$ cat src/rtl/fetch_cycle.sv
// IF stage: owns the PC, fetches over req/gnt/rvalid and feeds the IF/ID register.
// Optional performance counters are enabled with FETCH_PERF_CNT_EN.
module fetch_cycle #(
    parameter logic [31:0] RESET_PC  = 32'h0000_0000,
    parameter logic [31:0] NOP_INSTR = 32'h0000_0013
) (
    input  logic        clk_i,
    input  logic        rst_i,
    input  logic        stall_i,
    input  logic        redirect_i,
    input  logic [31:0] redirect_pc_i,
    output logic        imem_req_o,
    output logic [31:0] imem_addr_o,
    input  logic        imem_gnt_i,
    input  logic        imem_rvalid_i,
    input  logic [31:0] imem_rdata_i,
    output logic [31:0] instr_D,
    output logic [31:0] pc_D,
    output logic        valid_D,
    output logic [31:0] perf_fetched_o,
    output logic [31:0] perf_bubble_o
);

    typedef enum logic [1:0] {
        S_REQ  = 2'd0,
        S_WAIT = 2'd1,
        S_HOLD = 2'd2
    } state_t;

    state_t      state_q, state_d;
    logic [31:0] pc_q, pc_d;
    logic [31:0] req_pc_q, req_pc_d;
    logic [31:0] buf_q, buf_d;
    logic        discard_q, discard_d;
    logic [31:0] instr_q, pc_d_q;
    logic        valid_q;

    logic        deliver;
    logic [31:0] deliver_instr;
    logic        load_bubble;
    logic [31:0] redirect_tgt;

    assign redirect_tgt = {redirect_pc_i[31:2], 2'b00};

    always_comb begin
        state_d       = state_q;
        pc_d          = pc_q;
        req_pc_d      = req_pc_q;
        buf_d         = buf_q;
        discard_d     = discard_q;
        deliver       = 1'b0;
        deliver_instr = buf_q;
        unique case (state_q)
            S_REQ: begin
                if (redirect_i) begin
                    pc_d = redirect_tgt;
                    if (imem_gnt_i) begin
                        state_d   = S_WAIT;
                        req_pc_d  = pc_q;
                        discard_d = 1'b1;
                    end
                end else if (imem_gnt_i) begin
                    state_d  = S_WAIT;
                    req_pc_d = pc_q;
                end
            end
            S_WAIT: begin
                if (redirect_i) begin
                    pc_d = redirect_tgt;
                    if (imem_rvalid_i) begin
                        state_d   = S_REQ;
                        discard_d = 1'b0;
                    end else begin
                        discard_d = 1'b1;
                    end
                end else if (imem_rvalid_i) begin
                    if (discard_q) begin
                        discard_d = 1'b0;
                        state_d   = S_REQ;
                    end else if (!stall_i) begin
                        deliver       = 1'b1;
                        deliver_instr = imem_rdata_i;
                        pc_d          = req_pc_q + 32'd4;
                        state_d       = S_REQ;
                    end else begin
                        buf_d   = imem_rdata_i;
                        state_d = S_HOLD;
                    end
                end
            end
            S_HOLD: begin
                if (redirect_i) begin
                    pc_d    = redirect_tgt;
                    state_d = S_REQ;
                end else if (!stall_i) begin
                    deliver = 1'b1;
                    pc_d    = req_pc_q + 32'd4;
                    state_d = S_REQ;
                end
            end
            default: state_d = S_REQ;
        endcase
    end

    // Redirect forces a bubble even while stalled.
    assign load_bubble = redirect_i || (!stall_i && !deliver);

    always_ff @(posedge clk_i) begin
        if (rst_i) begin
            state_q   <= S_REQ;
            pc_q      <= RESET_PC;
            req_pc_q  <= RESET_PC;
            buf_q     <= NOP_INSTR;
            discard_q <= 1'b0;
            instr_q   <= NOP_INSTR;
            pc_d_q    <= 32'd0;
            valid_q   <= 1'b0;
        end else begin
            state_q   <= state_d;
            pc_q      <= pc_d;
            req_pc_q  <= req_pc_d;
            buf_q     <= buf_d;
            discard_q <= discard_d;
            if (load_bubble) begin
                instr_q <= NOP_INSTR;
                valid_q <= 1'b0;
            end else if (deliver) begin
                instr_q <= deliver_instr;
                pc_d_q  <= req_pc_q;
                valid_q <= 1'b1;
            end
        end
    end

    assign imem_req_o  = (state_q == S_REQ);
    assign imem_addr_o = {pc_q[31:2], 2'b00};
    assign instr_D     = instr_q;
    assign pc_D        = pc_d_q;
    assign valid_D     = valid_q;

`ifdef FETCH_PERF_CNT_EN
    logic [31:0] fetched_q, bubble_q;

    always_ff @(posedge clk_i) begin
        if (rst_i) begin
            fetched_q <= 32'd0;
            bubble_q  <= 32'd0;
        end else begin
            if (load_bubble)
                bubble_q <= bubble_q + 32'd1;
            else if (deliver)
                fetched_q <= fetched_q + 32'd1;
        end
    end

    assign perf_fetched_o = fetched_q;
    assign perf_bubble_o  = bubble_q;
`else
    assign perf_fetched_o = 32'd0;
    assign perf_bubble_o  = 32'd0;
`endif

endmodule

$ cat config.mk
export PLATFORM = sky130hd
export DESIGN_NAME = fetch_cycle
export DESIGN_NICKNAME = d
export VERILOG_FILES = /design/src/rtl/fetch_cycle.sv
export SDC_FILE = /design/constraint.sdc
export NUM_CORES = 1
export LEC_CHECK = 0
export BUFFER_PORTS_ARGS = -buffer_cell sky130_fd_sc_hd__clkbuf_2
export CAP_MARGIN = 20
export CORE_ASPECT_RATIO = 0.75
export CORE_MARGIN = 2
export CORE_UTILIZATION = 54
export CTS_BUF_LIST = sky130_fd_sc_hd__clkbuf_4
export DETAILED_ROUTE_END_ITERATION = 6
export GPL_TIMING_DRIVEN = 0
export PLACE_DENSITY = 0.9
export SETUP_SLACK_MARGIN = 0.5
export SLEW_MARGIN = 20
export SYNTH_ARGS = -nofsm -noshare
export SYNTH_HDL_FRONTEND = slang
export SYNTH_SLANG_ARGS = --single-unit
$ cat constraint.sdc
create_clock -name clk_i -period 3.3 [get_ports clk_i]
set_clock_uncertainty 0.15 [all_clocks]
set_input_delay 0.165 -clock clk_i [delete_from_list [all_inputs] [get_ports clk_i]]
set_output_delay 0.165 -clock clk_i [all_outputs]
set_load 0.05 [all_outputs]
After elaboration in Yosys (flattened, before gate mapping)
Index checks and enable logic that the tools add are counted.
{"block": "op_classes", "add_sub_neg": 1, "n_eq_ne": 8, "muxes": 33, "bitwise_logic": 3, "n_reduce_logical": 14}
{"operator": "$mux 32", "n": 11}
{"operator": "$pmux 32 s3", "n": 1}
{"operator": "$add 32x3->32 const B", "n": 1}
{"operator": "$mux 2", "n": 8}
{"operator": "$mux 1", "n": 10}
{"operator": "$ne 3x3->1 const B", "n": 3}
{"operator": "$reduce_and 4->1", "n": 2}
{"operator": "$pmux 2 s3", "n": 1}
{"operator": "$reduce_and 5->1", "n": 1}
{"operator": "$ne 2x2->1 const B", "n": 2}
{"operator": "$pmux 1 s2", "n": 2}
{"operator": "$reduce_and 2->1", "n": 2}
{"operator": "$not 1->1", "n": 3}
{"operator": "$reduce_and 3->1", "n": 1}
{"operator": "$reduce_bool 3->1", "n": 1}
{"operator": "$eq 2x1->1 const B", "n": 1}
{"operator": "$eq 2x2->1 const B", "n": 1}
{"operator": "$logic_not 1->1", "n": 2}
{"operator": "$logic_not 2->1", "n": 1}
{"operator": "$ne 2x1->1 const B", "n": 1}
{"operator": "$reduce_bool 2->1", "n": 1}
{"operator": "$reduce_or 2->1", "n": 1}
{"operator": "$logic_and 1x1->1", "n": 1}
{"operator": "$logic_or 1x1->1", "n": 1}
{"block": "totals", "register_bits": 164, "input_bits": 70, "output_inout_bits": 162, "elab_cells": 67}

Longest topological paths before layout
{"block": "logic_depth", "word_depth": 10, "depth_mapped": 9, "depth_no_buf": 7}

Least setup slack after synthesis
Ideal clock, no wire load.
{"block": "synth_path", "path_kind": "reg2reg", "from": "reg state_q[0]", "to": "reg pc_q[2]", "setup_ns": 0.131, "t_arrival_ns": 2.043, "t_required_ns": 3.019, "setup_slack_ns": 0.975, "path_stages_with_launch": 10, "n_path_buf": 2, "period_less_slack_ns": 2.325, "path_cell_list": "dfxtp_1 -> inv_1 -> ha_1 -> a211o_1 -> a21o_1 -> and2_1 -> buf_2 -> clkbuf_1 -> a211oi_1 -> nor3_1"}
{"block": "synth_via", "elab_chain_cells": 3, "word_cells_on_any_way": 9, "classes_between": "eq/ne (5); mux (1); reduce/logical (3)"}
{"item": "from (decl)", "line_no": "30", "text": "state_t state_q, state_d;"}
{"item": "from (signal assigned)", "line_no": "119", "text": "state_q <= state_d;"}
{"item": "$logic_not 2->1 (*)"}
{"item": "via imem_req_o", "line_no": "12", "text": "output logic imem_req_o,"}
{"item": "$ne 2x2->1 (no source line) / $reduce_bool 3->1 (equally long branches)"}
{"item": "$reduce_and 4->1 (no source line)"}
{"item": "to (signal assigned)", "line_no": "120", "text": "pc_q <= pc_d;"}
{"item": "to (decl)", "line_no": "31", "text": "logic [31:0] pc_q, pc_d;"}
The timed path passes the listed nets; every way through them passes the cells marked *.
A chain may end at the register's enable or synchronous reset.

Final worst setup path
{"block": "layout_path", "from": "reg state_q[0]", "to": "reg instr_q[22] (netlist: instr_D[22])"}
{"block": "layout_via", "elab_chain_cells": 6, "word_cells_on_any_way": 8, "classes_between": "eq/ne (2); mux (2); reduce/logical (4)"}
{"item": "$eq 2x2->1 / $eq 2x1->1 (equally long branches)", "line_no": "53", "text": "unique case (state_q)"}
{"item": "$pmux 1 s2", "line_no": "53"}
{"item": "$logic_not 1->1", "line_no": "106", "text": "assign load_bubble = redirect_i || (!stall_i && !deliver);"}
{"item": "$logic_and 1x1->1", "line_no": "106"}
{"item": "$logic_or 1x1->1", "line_no": "106"}
{"item": "$reduce_or 2->1 (no source line)"}
{"item": "to (signal assigned)", "line_no": "128", "text": "instr_q <= deliver_instr;"}
{"item": "to (decl)", "line_no": "35", "text": "logic [31:0] instr_q, pc_d_q;"}
Several ways; a longest one is shown, not always the timed one.

==> impl_metrics.tcl <==
set metrics [dict create \
    vias 8104 \
    worst_pin_slew_ns 0.781 \
    cts_buffer_depth 2 \
    mostFrequentLayoutCells "230 x nand2_1, 171 x clkbuf_2, 164 x dfxtp_1, 123 x a21oi_1, 96 x buf_4" \
    grt_usage_pct 32.3 \
    netlist_area_sq_um 7780 \
    synthXorXnorAreaFrac_pct 3.04 \
    grt_setup_unrepaired "false" \
    cts.sink_count 164 \
    slew_headroom_pct 48.0 \
    fin_tns_setup_ns 0 \
    portBuffers 163 \
    cp-end-kind "flip-flop" \
    cts_tree "done" \
    htree_levels 4 \
    setup_viol 0 \
    ys_seq_elements 164 \
    avgSynthCellArea_sq_um 8.15 \
    fillers 1002 \
    worst-path-max-fanout 10 \
    yosys.area_share.simple_pct 20.3 \
    grt_max_degree 17 \
    final_max_slew_viol_count 0 \
    area_growth_pct 29.8 \
    yosys-top-cells-area "dfxtp_1 42%, nand2_1 11%, buf_4 9.3%" \
    final_common_cell "nand2_1" \
    die_area_sq_um 15400 \
    synth_ff_type "dfxtp_1" \
    synth_top_family_by_area "simple AND/OR/NAND/NOR gates" \
    final_nets 1349 \
    hold_viol 0 \
    max_cap_viol_count 0 \
    r2r_start "state_q[0]$_SDFFE_PP0P_" \
    synth-compound-area-share_pct 16.2 \
    crit_arrival_ns 2.96 \
    path_class "flip-flop to flip-flop" \
    die_w_um 143 \
    ys_seq_area_share_pct 42.2 \
    place_area_sq_um 9060 \
    hp-start "redirect_i" \
    viasPerCell 5.54 \
    drive_above_1_share_pct 25.8 \
    finalWeightedCongestion 0.880 \
    async_reset_ff_share_pct 0 \
    grt_first_pass_wirelength_mm 38.7 \
    hold_class "input pin to flip-flop" \
    status "complete, no violations" \
    grt_pass1_vias 7626 \
    wl_mm 24.8 \
    initial_utilization_pct 56.0 \
    antenna_left 0 \
    cp.required_ns 3.59 \
    synth.distinct_cells 51 \
    synth_area_leader_cell "dfxtp_1" \
    drt-initial-drc-count 849 \
    cts_setup_buffers 0 \
    total_power_mw 4.30 \
    synth.top_cell.area_share_pct 42.2 \
    rrSetupSlack_ns 0.63 \
    p_per_area_nw_per_um2 426 \
    fin_crit_ns 2.67 \
    place_hpwl_mm 15.6 \
    die_h_um 108 \
    antenna_found_initial 1 \
    ir_drop_v 0.000240 \
    leakagePower_nw 4.18 \
    synthMuxAreaShare_pct 4.25 \
    cts.clk_slew.worst_paths_ns 0.15 \
    synthCells 955 \
    synth_edf_count 0 \
    cp-start-kind "flip-flop" \
    cts-root-buf "clkbuf_4" \
    wl_per_cell_um 17.0 \
    fmax_mhz 375 \
    finalCritPeriodShare_pct 80.8 \
    ios 232 \
    startpoint "state_q[0]$_SDFFE_PP0P_" \
    grt.overflow.total 0 \
    rows 37 \
    coreArea_sq_um 13900 \
    cts_buffers 17 \
    yosys_warnings 0 \
    postLayoutCoreUtil_pct 72.7 \
    synth-adder-area-share_pct 0.804 \
    stdcell_area_sq_um 10100 \
    clock_insertion_delay_worst_skew_ns 0.59 \
    drt_first_pass_iters 6 \
    fin_worst_hold_slack_ns 0.0644 \
    post-route-drc-count 0 \
]
-- synth_stat cells, types with 3 or more instances --
master	instances
a221oi_2	3
xnor2_1	13
nand4_1	6
buf_2	9
nor2_1	60
a22oi_1	4
mux2i_1	33
xor2_1	14
nor3_1	6
and3_1	3
clkbuf_2	3
inv_1	10
buf_1	5
nor4_4	4
a211o_1	16
nand3_1	15
and4_1	3
a21oi_1	123
buf_4	96
o21ai_0	7
o22ai_1	7
nand2_1	230
nand2b_1	4
ha_1	5
nor4_2	4
a221oi_1	3
clkbuf_1	46
dfxtp_1	164
a211oi_1	31
-- area by class of cell --
class / instances / area, sq um / share of cell area (%)
clock buffer: 17 / 128 / 1.26
tap: 175 / 219 / 2.17
inverter: 10 / 37.5 / 0.372
sequential: 164 / 3280 / 32.5
buffer: 160 / 990 / 9.80
timing repair buffer: 235 / 1540 / 15.2
antenna: 1 / 2.50 / 0.0248
multi-input combinational: 686 / 3730 / 36.9
clock inverter: 15 / 170 / 1.69
-- metrics by stage --
stage / setup WS, ns / cells
after floorplan: 0.975 / 1020
after global placement: 0.562 / 1358
after detailed placement: 0.512 / 1358
after CTS: 0.510 / 1462
after global routing: 0.491 / 1463
final: 0.634 / 1463
-- final timing paths --
path / depth (start not counted) / to
setup / recovery: 7 / instr_D[22]$_SDFFE_PP0P_
hold reg to reg: 2 / pc_D[24]$_SDFFE_PP0P_
setup reg to reg: 7 / instr_D[22]$_SDFFE_PP0P_
hold / removal: 5 / instr_D[1]$_SDFFE_PP1P_
-- per-layer routing --
metal  wire length [um]  up-vias  part of all wire (%)  track usage, %
li1                   -     3704                     -               -
met1               9750     3714                    39            41.7
met2              11300      571                    45            50.7
met3               2670      115                    11            8.81
met4               1160        0                   4.7            15.3
met5                  0        -                     0               0
-- repair_timing --
action / in CTS / in global routing
setup endpoints to repair: 0 / 55
hold buffers: 72 / 0
hold endpoints to repair: 99 / 0
gates resized for setup: 0 / 12
-- flip-flops by register name, summed over array words and instances, names as in the netlist --
| signal | flops |
|---|---|
| pc_D | 32 |
| state_q | 2 |
| buf_q | 32 |
| valid_D | 1 |
| pc_q | 32 |
| instr_D | 32 |
| discard_q | 1 |
| req_pc_q | 32 |
-- worst max-delay path, stage by stage, from the launching register on --
cell and delay (ns):
dfxtp_1 0.42, inv_1 0.08, ha_1 0.35, nor2b_1 0.30, o21ai_1 0.21, nor2_4 0.35
clkbuf_1 0.50, a211oi_1 0.18
-- cell families after synthesis --
group,after synthesis
AO/OA/AOI/OAI,205
XOR/XNOR,27
adder cells (fa/ha/maj),5
buffers and inverters,170
flip-flops,164
multiplexers,33
other,1
AND/OR/NAND/NOR,350
-- where the power goes --
part | total, mW | internal (mW) | switching [mW]
Sequential | 2.11 | 2.04 | 0.0710
Combinational | 0.924 | 0.309 | 0.615
Clock | 1.27 | 0.468 | 0.797
Total | 4.30 | 2.82 | 1.48
No activity file was read; power rests on OpenSTA's default activity.
